==> src/rtl/seed_ram_fill_engine_if.sv <==
// Wishbone write-master bus bundle between the seed-RAM fill engine and the seed-RAM port.
// The engine uses the master modport and the RAM side uses the slave modport.
interface seed_ram_fill_engine_if #(
    parameter int DW = 32,
    parameter int AW = 32
);
    logic [DW-1:0]   wb_dat_o;
    logic [AW-1:0]   wb_adr_o;
    logic            wb_cyc_o;
    logic            wb_stb_o;
    logic            wb_we_o;
    logic [DW/8-1:0] wb_sel_o;
    logic            wb_cab_o;
    logic            wb_ack_i;
    logic            wb_err_i;

    // Classic single-beat Wishbone: a transfer is offered while cyc/stb are high and
    // completes in the cycle the slave raises ack (success) or err (failure).
    modport master (
        output wb_dat_o, wb_adr_o, wb_cyc_o, wb_stb_o, wb_we_o, wb_sel_o, wb_cab_o,
        input  wb_ack_i, wb_err_i
    );

    modport slave (
        input  wb_dat_o, wb_adr_o, wb_cyc_o, wb_stb_o, wb_we_o, wb_sel_o, wb_cab_o,
        output wb_ack_i, wb_err_i
    );
endinterface

==> src/rtl/seed_ram_fill_engine.sv <==
// Wishbone master that fills a word-aligned seed-RAM region with a pattern, one write per word.
// Optional macro SEED_INIT_INCR_PATTERN_EN: word k carries pattern + k instead of the constant pattern.
module seed_ram_fill_engine #(
    parameter int DW        = 32,
    parameter int AW        = 32,
    parameter int MAX_RETRY = 3
) (
    input  logic                    clk,
    input  logic                    rst,
    input  logic                    start_i,
    input  logic                    abort_i,
    input  logic [AW-1:0]           base_i,
    input  logic [AW-1:0]           len_i,
    input  logic [DW-1:0]           pattern_i,
    seed_ram_fill_engine_if.master  wb,
    output logic                    busy_o,
    output logic                    done_o,
    output logic                    err_o,
    output logic [AW-3:0]           remaining_o,
    output logic [1:0]              dbg_state_o,
    output logic [AW-3:0]           dbg_index_o
);

    localparam int RW = (MAX_RETRY > 0) ? $clog2(MAX_RETRY + 1) : 1;
    localparam logic [RW-1:0] RETRY_LIMIT = RW'(MAX_RETRY);

    typedef enum logic [1:0] {
        S_IDLE  = 2'd0,
        S_WRITE = 2'd1,
        S_GAP   = 2'd2
    } state_t;

    state_t        r_state;
    state_t        w_next_state;
    logic [AW-1:0] r_adr;
    logic [AW-3:0] r_remaining;
    logic [DW-1:0] r_pattern;
    logic [AW-3:0] r_index;
    logic [RW-1:0] r_retry;
    logic          r_err;
    logic          r_done;

    logic [AW-3:0] w_len_words;
    logic          w_start_ok;
    logic          w_acked;
    logic          w_erred;
    logic          w_retry_ok;
    logic          w_last_word;
    logic          w_done_next;
    logic          w_unused;

    assign w_len_words = len_i[AW-1:2];
    assign w_start_ok  = (r_state == S_IDLE) && start_i;
    // err wins over a simultaneous ack, so only a clean ack advances the fill
    assign w_acked     = (r_state == S_WRITE) && wb.wb_ack_i && !wb.wb_err_i;
    assign w_erred     = (r_state == S_WRITE) && wb.wb_err_i;
    assign w_retry_ok  = (r_retry < RETRY_LIMIT);
    assign w_last_word = (r_remaining == (AW-2)'(1));
    assign w_unused    = ^{base_i[1:0], len_i[1:0]};

    always_comb begin
        w_next_state = r_state;
        case (r_state)
            S_IDLE: begin
                if (start_i && (w_len_words != '0)) w_next_state = S_WRITE;
            end
            S_WRITE: begin
                if (abort_i)                   w_next_state = S_IDLE;
                else if (wb.wb_err_i)          w_next_state = w_retry_ok ? S_GAP : S_IDLE;
                else if (wb.wb_ack_i)          w_next_state = w_last_word ? S_IDLE : S_GAP;
            end
            S_GAP: begin
                w_next_state = abort_i ? S_IDLE : S_WRITE;
            end
            default: w_next_state = S_IDLE;
        endcase
    end

    // Every fill ends with exactly one done pulse: a busy->idle transition or an empty start.
    assign w_done_next = ((r_state != S_IDLE) && (w_next_state == S_IDLE)) ||
                         (w_start_ok && (w_len_words == '0));

    always_ff @(posedge clk) begin
        if (rst) begin
            r_state     <= S_IDLE;
            r_adr       <= '0;
            r_remaining <= '0;
            r_pattern   <= '0;
            r_index     <= '0;
            r_retry     <= '0;
            r_err       <= 1'b0;
            r_done      <= 1'b0;
        end else begin
            r_state <= w_next_state;
            r_done  <= w_done_next;
            if (w_start_ok) begin
                r_adr       <= {base_i[AW-1:2], 2'b00};
                r_remaining <= w_len_words;
                r_pattern   <= pattern_i;
                r_index     <= '0;
                r_retry     <= '0;
                r_err       <= 1'b0;
            end
            // An ack that coincides with abort still counts as a written word.
            if (w_acked) begin
                r_adr       <= r_adr + AW'(4);
                r_remaining <= r_remaining - (AW-2)'(1);
                r_index     <= r_index + (AW-2)'(1);
                r_retry     <= '0;
            end
            if (w_erred && !abort_i) begin
                if (w_retry_ok) r_retry <= r_retry + RW'(1);
                else            r_err   <= 1'b1;
            end
        end
    end

    assign wb.wb_cyc_o = (r_state == S_WRITE);
    assign wb.wb_stb_o = (r_state == S_WRITE);
    assign wb.wb_we_o  = (r_state == S_WRITE);
    assign wb.wb_adr_o = r_adr;
    assign wb.wb_sel_o = '1;
    assign wb.wb_cab_o = 1'b0;
`ifdef SEED_INIT_INCR_PATTERN_EN
    assign wb.wb_dat_o = r_pattern + DW'(r_index);
`else
    assign wb.wb_dat_o = r_pattern;
`endif

    assign busy_o      = (r_state != S_IDLE);
    assign done_o      = r_done;
    assign err_o       = r_err;
    assign remaining_o = r_remaining;
    assign dbg_state_o = r_state;
    assign dbg_index_o = r_index;

endmodule

==> src/flat_wrapper.sv <==
// flat-port wrapper written by rule: the top's interface ports become plain ports
module seed_ram_fill_engine_flat 
#(
    parameter int DW        = 32,
    parameter int AW        = 32,
    parameter int MAX_RETRY = 3
)
  (clk, rst, start_i, abort_i, base_i, len_i, pattern_i, busy_o, done_o, err_o, remaining_o, dbg_state_o, dbg_index_o, wb_wb_dat_o, wb_wb_adr_o, wb_wb_cyc_o, wb_wb_stb_o, wb_wb_we_o, wb_wb_sel_o, wb_wb_cab_o, wb_wb_ack_i, wb_wb_err_i);
  seed_ram_fill_engine_if #(.DW(DW), .AW(AW)) wb_i ();
  input  logic clk;
  input  logic rst;
  input  logic start_i;
  input  logic abort_i;
  input  logic [AW-1:0] base_i;
  input  logic [AW-1:0] len_i;
  input  logic [DW-1:0] pattern_i;
  output logic busy_o;
  output logic done_o;
  output logic err_o;
  output logic [AW-3:0] remaining_o;
  output logic [1:0] dbg_state_o;
  output logic [AW-3:0] dbg_index_o;
  output wire logic [$bits(wb_i.wb_dat_o)-1:0] wb_wb_dat_o;
  output wire logic [$bits(wb_i.wb_adr_o)-1:0] wb_wb_adr_o;
  output wire logic [$bits(wb_i.wb_cyc_o)-1:0] wb_wb_cyc_o;
  output wire logic [$bits(wb_i.wb_stb_o)-1:0] wb_wb_stb_o;
  output wire logic [$bits(wb_i.wb_we_o)-1:0] wb_wb_we_o;
  output wire logic [$bits(wb_i.wb_sel_o)-1:0] wb_wb_sel_o;
  output wire logic [$bits(wb_i.wb_cab_o)-1:0] wb_wb_cab_o;
  input wire logic [$bits(wb_i.wb_ack_i)-1:0] wb_wb_ack_i;
  input wire logic [$bits(wb_i.wb_err_i)-1:0] wb_wb_err_i;
  assign wb_wb_dat_o = wb_i.wb_dat_o;
  assign wb_wb_adr_o = wb_i.wb_adr_o;
  assign wb_wb_cyc_o = wb_i.wb_cyc_o;
  assign wb_wb_stb_o = wb_i.wb_stb_o;
  assign wb_wb_we_o = wb_i.wb_we_o;
  assign wb_wb_sel_o = wb_i.wb_sel_o;
  assign wb_wb_cab_o = wb_i.wb_cab_o;
  assign wb_i.wb_ack_i = wb_wb_ack_i;
  assign wb_i.wb_err_i = wb_wb_err_i;
  seed_ram_fill_engine #(.DW(DW), .AW(AW), .MAX_RETRY(MAX_RETRY)) u_core (.clk(clk), .rst(rst), .start_i(start_i), .abort_i(abort_i), .base_i(base_i), .len_i(len_i), .pattern_i(pattern_i), .wb(wb_i), .busy_o(busy_o), .done_o(done_o), .err_o(err_o), .remaining_o(remaining_o), .dbg_state_o(dbg_state_o), .dbg_index_o(dbg_index_o));
endmodule
==> config.mk <==
export PLATFORM = sky130hd
export DESIGN_NAME = seed_ram_fill_engine_flat
export DESIGN_NICKNAME = d
export VERILOG_FILES = /design/src/rtl/seed_ram_fill_engine_if.sv /design/src/rtl/seed_ram_fill_engine.sv /design/src/flat_wrapper.sv
export SDC_FILE = /design/constraint.sdc
export NUM_CORES = 1
export LEC_CHECK = 0
export ABC_AREA = 1
export CAP_MARGIN = 25
export CORE_MARGIN = 1
export CORE_UTILIZATION = 45
export CTS_CLUSTER_SIZE = 10
export DETAILED_ROUTE_END_ITERATION = 6
export GPL_TIMING_DRIVEN = 0
export MAX_ROUTING_LAYER = met4
export PLACE_DENSITY_LB_ADDON = 0.3
export REMOVE_ABC_BUFFERS = 1
export SLEW_MARGIN = 10
export SYNTH_ARGS = -nofsm -noshare
export SYNTH_HDL_FRONTEND = slang
export SYNTH_SLANG_ARGS = --single-unit
export TNS_END_PERCENT = 20
==> constraint.sdc <==
create_clock -name clk -period 4.55 [get_ports clk]
set_input_delay 0.455 -clock clk [delete_from_list [all_inputs] [get_ports clk]]
set_output_delay 0.455 -clock clk [all_outputs]
set_load 0.05 [all_outputs]
==> summary.txt, run 1 <==
Run status
  – Status: finished clean

Yosys
  – Fraction of registers with async set/reset: 0%
  – Synth Warn #: 0
  – Synthesized area per cell: 6.379 um2
  – Synth unique cells: 50
  – Flops & latches, synth: 128
  – Sequential share of the synthesized area: 32.66%
  – Post-synth EDFFs: 0
  – Synthesized instance count: 1230
  – Primary FF master, synth: dfxtp_1
  – Cell area after synthesis: 0.007846 mm2

Timing
  – Tmin final: approximately 3.5 ns
  – Max-slew violations: 0
  – Worst-margin pin slew: approximately 0.91 ns
  – Maximum clock rate: 284.3 MHz
  – Final number of hold-violating endpoints: 0
  – Clock Skew: ~0.010 ns
  – Worst rel slew slack: approximately two fifths
  – Final setup vio count: 0
  – Final Cycle Share: 77.30%
  – Unrepaired setup endpoints after global routing: no

Global route
  – Vias in the first global route: between 8000 and 9000
  – Gr ovfl total: 0
  – Largest net degree at the start of global routing: 80
  – Initial antenna violation count: 0
  – First-pass GRT wire length: around 39000 um
  – GRT Total Usage: 28.19%

Place
  – Gpl congestion: 0.9288
  – Port buffer count: roughly 230
  – HPWL Detailed: 17600 um
  – Placement Cell Area: 0.01017 mm2

Clocking
  – Postcts setup bufs: 0
  – H-Tree Depth: 4
  – CTS tree: built
  – CTS resizes: 0
  – Clock transition at path regs: 0.06 ns
  – Cts bufs inserted: 17
  – Clk Latency, worst-skew pair: 0.42 ns
  – # hold bufs at CTS: 0
  – Sink Count: 128
  – Root Buffer: clkbuf_16
  – Clk buf depth: 2

Worst setup path
  – CP top delay family: buffers and inverters
  – Req. time, crit path: 4.85 ns
  – CP max stage delay: 0.65 ns
  – Crit-path max FO: 54
  – Crit Path Class: input port to flop
  – Critical path cell sequence: clkdlybuf4s50_1 > inv_1 > nor2_4 > buf_16 > inv_4 > nand2_2 > inv_2 > a22o_1 > a21oi_1 > nor2_1
  – Startpoint Class: input port
  – Arrival @ worst endpoint: 3.82 ns
  – CP bufs+invs: 5
  – Critical path's slowest cell: nand2_2
  – Crit. End Element: flop

Floorplan
  – Initial Utilization: ~47%
  – Core area: about 0.017 mm2
  – I/O pin cnt: 239
  – Die Wd: 134.0 um
  – Site Rows: 47
  – Die area: approximately 0.018 mm2
  – Die Y-Extent: 134.0 um

Layout
  – Fin area: ~0.011 mm2
  – Commonest non-fill, non-tap cells in the layout: 281 x nand2_1, 226 x clkdlybuf4s50_1, 187 x nor2_1, 129 x inv_1, 128 x dfxtp_1
  – Final-stage net count: between 1500 and 2000
  – # diodes: 0
  – Commonest non-fill, non-tap cell in the layout: nand2_1
  – Final core utilization: 63.87%
  – Layout area overhead: 36.90%
  – Layout cells sized above 1: 8.183%

Routing
  – Initial detailed-routing violation count: 595
  – Vias per inst: 5.291
  – 1st-pass router iterations: 5
  – Drt wl/cell: about 15 um
  – Post-detailed-route count of antenna-violating nets: 0
  – Vias: between 8000 and 9000
  – DRC Markers: 0
  – Routed wire length: 24820 um

Power and ir drop
  – Max VDD drop: 0.2808 mV
  – PD cells: approximately 320 mW/mm2
  – Leak Pwr: 4.096 nW

Worst hold path
  – Worst hold path class: input port to flop

Flow run
  – Max cap viols: 0
==> cell type report <==
type,count,area (um2)
sequential,128,2562
fill,1571,6077
tap,220,275.3
inverter,143,541.8
timing repair buffer,230,2337
clock buffer,18,439.2
clock inverter,14,133.9
multi-input combinational,909,4452
==> layer usage <==
| metal | track usage, % | wire, um | up-vias |
|---|---|---|---|
| li1 | - | - | 4389 |
| met1 | 35.20 | 10990 | 4042 |
| met2 | 45.65 | 11730 | 327 |
| met3 | 4.989 | 1574 | 35 |
| met4 | 9.925 | 523 | 0 |
| met5 | - | 0 | - |
==> flip-flops by register name, summed over array words and instances (netlist names) <==
name / count
u_core.err_o: 1
u_core.done_o: 1
u_core.dbg_index_o: 30
u_core.r_retry: 2
u_core.wb.wb_dat_o: 32
u_core.remaining_o: 30
u_core.dbg_state_o: 2
u_core.wb.wb_adr_o: 30
==> Yosys cell counts (2+ instances only) <==
master	number	share of area, %
nand2_1	281	13
nor2_1	187	8.9
inv_1	130	6.2
dfxtp_1	128	33
nand3_1	96	6.1
o21ai_0	82	5.2
a21oi_1	61	3.9
nor3_1	32	2.0
a31oi_1	24	1.9
nand4_1	22	1.8
clkbuf_1	18	0.86
buf_2	15	0.96
buf_4	15	1.4
nor2_2	15	1.2
nor2_4	15	2.2
inv_2	12	0.57
nand2_2	12	0.96
o22ai_1	9	0.72
nor3_2	8	1.0
o21ai_1	7	0.45
ha_1	5	0.80
a211oi_1	4	0.38
buf_6	4	0.57
xor2_1	4	0.45
a221oi_2	3	0.57
buf_1	3	0.14
nand2_4	3	0.43
nand3_4	3	0.67
o21bai_1	3	0.29
a21oi_2	2	0.22
a221oi_1	2	0.22
a22o_1	2	0.22
conb_1	2	0.096
nand3_2	2	0.26
o21ai_2	2	0.22
or2_0	2	0.16
xnor2_1	2	0.22
==> final timing paths <==
kind                              start                     end  slack, ns  cells after the start
hold reg to reg       u_core.r_retry[0]       u_core.r_retry[0]       0.48                      1
setup reg to reg  u_core.dbg_state_o[1]  u_core.remaining_o[26]       1.05                     10
setup / recovery                start_i  u_core.remaining_o[26]       1.03                     10
hold / removal                      rst  u_core.wb.wb_adr_o[31]       0.43                      2
==> cells by family (layout without fill, tap and decap cells) <==
family / count (synthesis) / in the layout / share of synthesized area (%)
AND/OR/NAND/NOR: 683 / 683 / 39.88
AO/OA/AOI/OAI: 208 / 208 / 15.05
buffers and inverters: 198 / 405 / 10.84
flip-flops: 128 / 128 / 32.66
XOR/XNOR: 6 / 6 / 0.6697
adder cells (fa/ha/maj): 5 / 5 / 0.7973
other: 2 / 7 / 0.09571
==> metrics by stage <==
step           hold slack, ns  TNS [ns]  setup WS, ns  power [W]  cells
2_1_floorplan          0.4401         0         1.128   0.001803   1180
3_3_place_gp           0.4525    -75.22       -0.9939   0.002128   1627
3_5_place_dp           0.4600         0        0.5973   0.002142   1630
4_1_cts                0.4186         0         1.037   0.003466   1662
5_1_grt                0.4452         0        0.7872   0.003591   1662
6_report               0.4319         0         1.033   0.003456   1662
==> report_power, final <==
group,switching [W],internal (W)
Clock,0.000557,0.000772
Sequential,0.0000680,0.00119
Combinational,0.000573,0.000300
Note: power is estimated with default switching activity, not from simulation.
==> run 2, diff against run 1 <==
clock period = 3.3 ns   (was 4.55 ns; I/O delays follow)
==> summary.txt, run 2 (synthesized netlist as in run 1, its figures left out) <==
Place
  – Port buffer count: 227 (unchanged)
  – HPWL Detailed: 17600 um (unchanged)
  – Dpl cells: 1630 (unchanged)
  – Gpl congestion: 0.9288 (unchanged)

Global route
  – Largest net degree at the start of global routing: 80 (unchanged)
  – Initial antenna violation count: 0 (unchanged)
  – First-pass GRT wire length: 39500 um (unchanged)
  – Vias in the first global route: 8036 (unchanged)
  – Gr ovfl total: 0 (unchanged)
  – GRT Total Usage: 28.19% (unchanged)

Routing
  – Initial detailed-routing violation count: 596 (+0.17%)
  – Vias per inst: 5.291 (about the same)
  – Routed wire length: 24800 um (about the same)
  – 1st-pass router iterations: 5 (unchanged)
  – DRC Markers: 0 (unchanged)
  – Drt wl/cell: 14.92 um (about the same)
  – Vias: 8794 (+0.011%)
  – Post-detailed-route count of antenna-violating nets: 0 (unchanged)

Clocking
  – Root Buffer: clkbuf_16
  – H-Tree Depth: 4 (unchanged)
  – Clk buf depth: 2 (unchanged)
  – Postcts setup bufs: 0 (unchanged)
  – Cts bufs inserted: 17 (unchanged)
  – Clock transition at path regs: 0.06 ns (about the same)
  – Clk Latency, worst-skew pair: 0.42 ns (about the same)
  – Sink Count: 128 (unchanged)
  – CTS tree: built
  – # hold bufs at CTS: 0 (unchanged)

Layout
  – Layout cells sized above 1: 8.183% (unchanged)
  – # diodes: 0 (unchanged)
  – Commonest non-fill, non-tap cells in the layout: 281 x nand2_1, 226 x clkdlybuf4s50_1, 187 x nor2_1, 129 x inv_1, 128 x dfxtp_1
  – Max FFs per register: 32 (unchanged)
  – Final core utilization: 63.91% (about the same)
  – Final-stage net count: 1536 (unchanged)
  – Non-Filler Instances: 1662 (unchanged)
  – Layout area overhead: 37.00% (about the same)
  – Commonest non-fill, non-tap cell in the layout: nand2_1

Power and ir drop
  – Max VDD drop: 0.3871 mV (+38%)
  – Leak Pwr: 4.097 nW (about the same)
  – PD cells: 443.5 mW/mm2 (+38%)

Timing
  – Final number of hold-violating endpoints: 0 (unchanged)
  – Maximum clock rate: 337.7 MHz
  – Clock Skew: 0.01048 ns (+0.000002500 ns)
  – Worst hold margin: 0.3048 ns (-0.1272 ns)
  – Worst-margin pin slew: 0.8671 ns (-0.04520 ns)
  – Tmin final: about 3.0 ns
  – Final setup vio count: 0 (unchanged)
  – Max-slew violations: 0 (unchanged)
  – Final Cycle Share: 89.75%
  – Worst rel slew slack: 42.19% (+3.1 points)
  – Unrepaired setup endpoints after global routing: no

Worst setup path
  – CP bufs+invs: 4 (-1)
  – Startpoint Class: flop
  – Crit Path Class: flop to flop
  – Critical path cell sequence: inv_2 > nand2_2 > nor2_4 > buf_16 > inv_4 > nand2_4 > inv_4 > a22o_1 > a21oi_1 > nor2_1
  – Arrival @ worst endpoint: 3.27 ns (-0.55 ns)
  – CP top delay family: simple AND/OR/NAND/NOR gates
  – Req. time, crit path: 3.60 ns (-1.25 ns)
  – Cell mode on critical path: inv_4
  – CP max stage delay: 0.60 ns (-0.05 ns)
  – Critical path's slowest cell: nor2_4
  – Crit-path max FO: 54 (unchanged)
  – Crit. End Element: flop

Run status
  – Status: finished clean

Floorplan
  – Core area: 0.01682 mm2 (unchanged)
  – Site Rows: 47 (unchanged)
  – Die area: 0.01797 mm2 (unchanged)
  – Die Wd: 134.0 um (unchanged)
  – Die Y-Extent: 134.0 um (unchanged)
  – Initial Utilization: 46.65% (unchanged)
  – I/O pin cnt: 239 (unchanged)

Worst hold path
  – Worst hold path class: input port to flop

Flow run
  – Max cap viols: 0 (unchanged)
[run 2: final timing paths]
path                         startpoint                      to  slack [ns]  cells past startpoint
hold / removal                      rst  u_core.wb.wb_adr_o[31]        0.30                      2
hold reg to reg       u_core.r_retry[0]       u_core.r_retry[0]        0.48                      1
setup / recovery  u_core.dbg_state_o[1]  u_core.remaining_o[26]        0.34                     10
setup reg to reg  u_core.dbg_state_o[1]  u_core.remaining_o[26]        0.34                     10
[run 2: routing by layer]
layer / up-vias / wire length (um) / track usage (%)
met5: - / 0 / -
met4: 0 / 558 / 9.925
met3: 40 / 1576 / 4.989
met2: 315 / 11670 / 45.65
met1: 4044 / 11000 / 35.20
li1: 4395 / - / -
[run 2: power breakdown]
group / internal [W] / switching [W]
Clock: 0.00106 / 0.000769
Combinational: 0.000415 / 0.000791
Sequential: 0.00163 / 0.0000939
[run 2: what timing repair did]
item | CTS | global route
endpoints found under the setup margin | 43 | 31
gates resized for setup | 1 | 2
pin swaps | 0 | 0
[run 2: final cells by class]
| cell class | instances | area [um2] |
|---|---|---|
| timing repair buffer | 230 | 2337 |
| fill | 1569 | 6070 |
| clock inverter | 14 | 133.9 |
| clock buffer | 18 | 439.2 |
| tap | 220 | 275.3 |
| sequential | 128 | 2562 |
| inverter | 143 | 544.3 |
| multi-input combinational | 909 | 4457 |
[run 2: per-stage QoR]
stage / TNS (ns) / power [W] / setup WS (ns) / cell area (um2)
after CTS: 0 / 0.004780 / 0.08399 / 10750
after detailed placement: -14.06 / 0.002954 / -0.5277 / 10170
after floorplan: -0.3380 / 0.002485 / -0.1218 / 7553
after global routing: 0 / 0.004953 / 0.1054 / 10750
after global placement: -210.99 / 0.002934 / -2.119 / 10100
final: 0 / 0.004768 / 0.3384 / 10750
==> run 3, diff against run 2 <==
CTS_CLUSTER_DIAMETER = 50   (was default)
==> results of run 3 <==
Same layout as run 2: the final DEF is identical, and so are final timing and power.
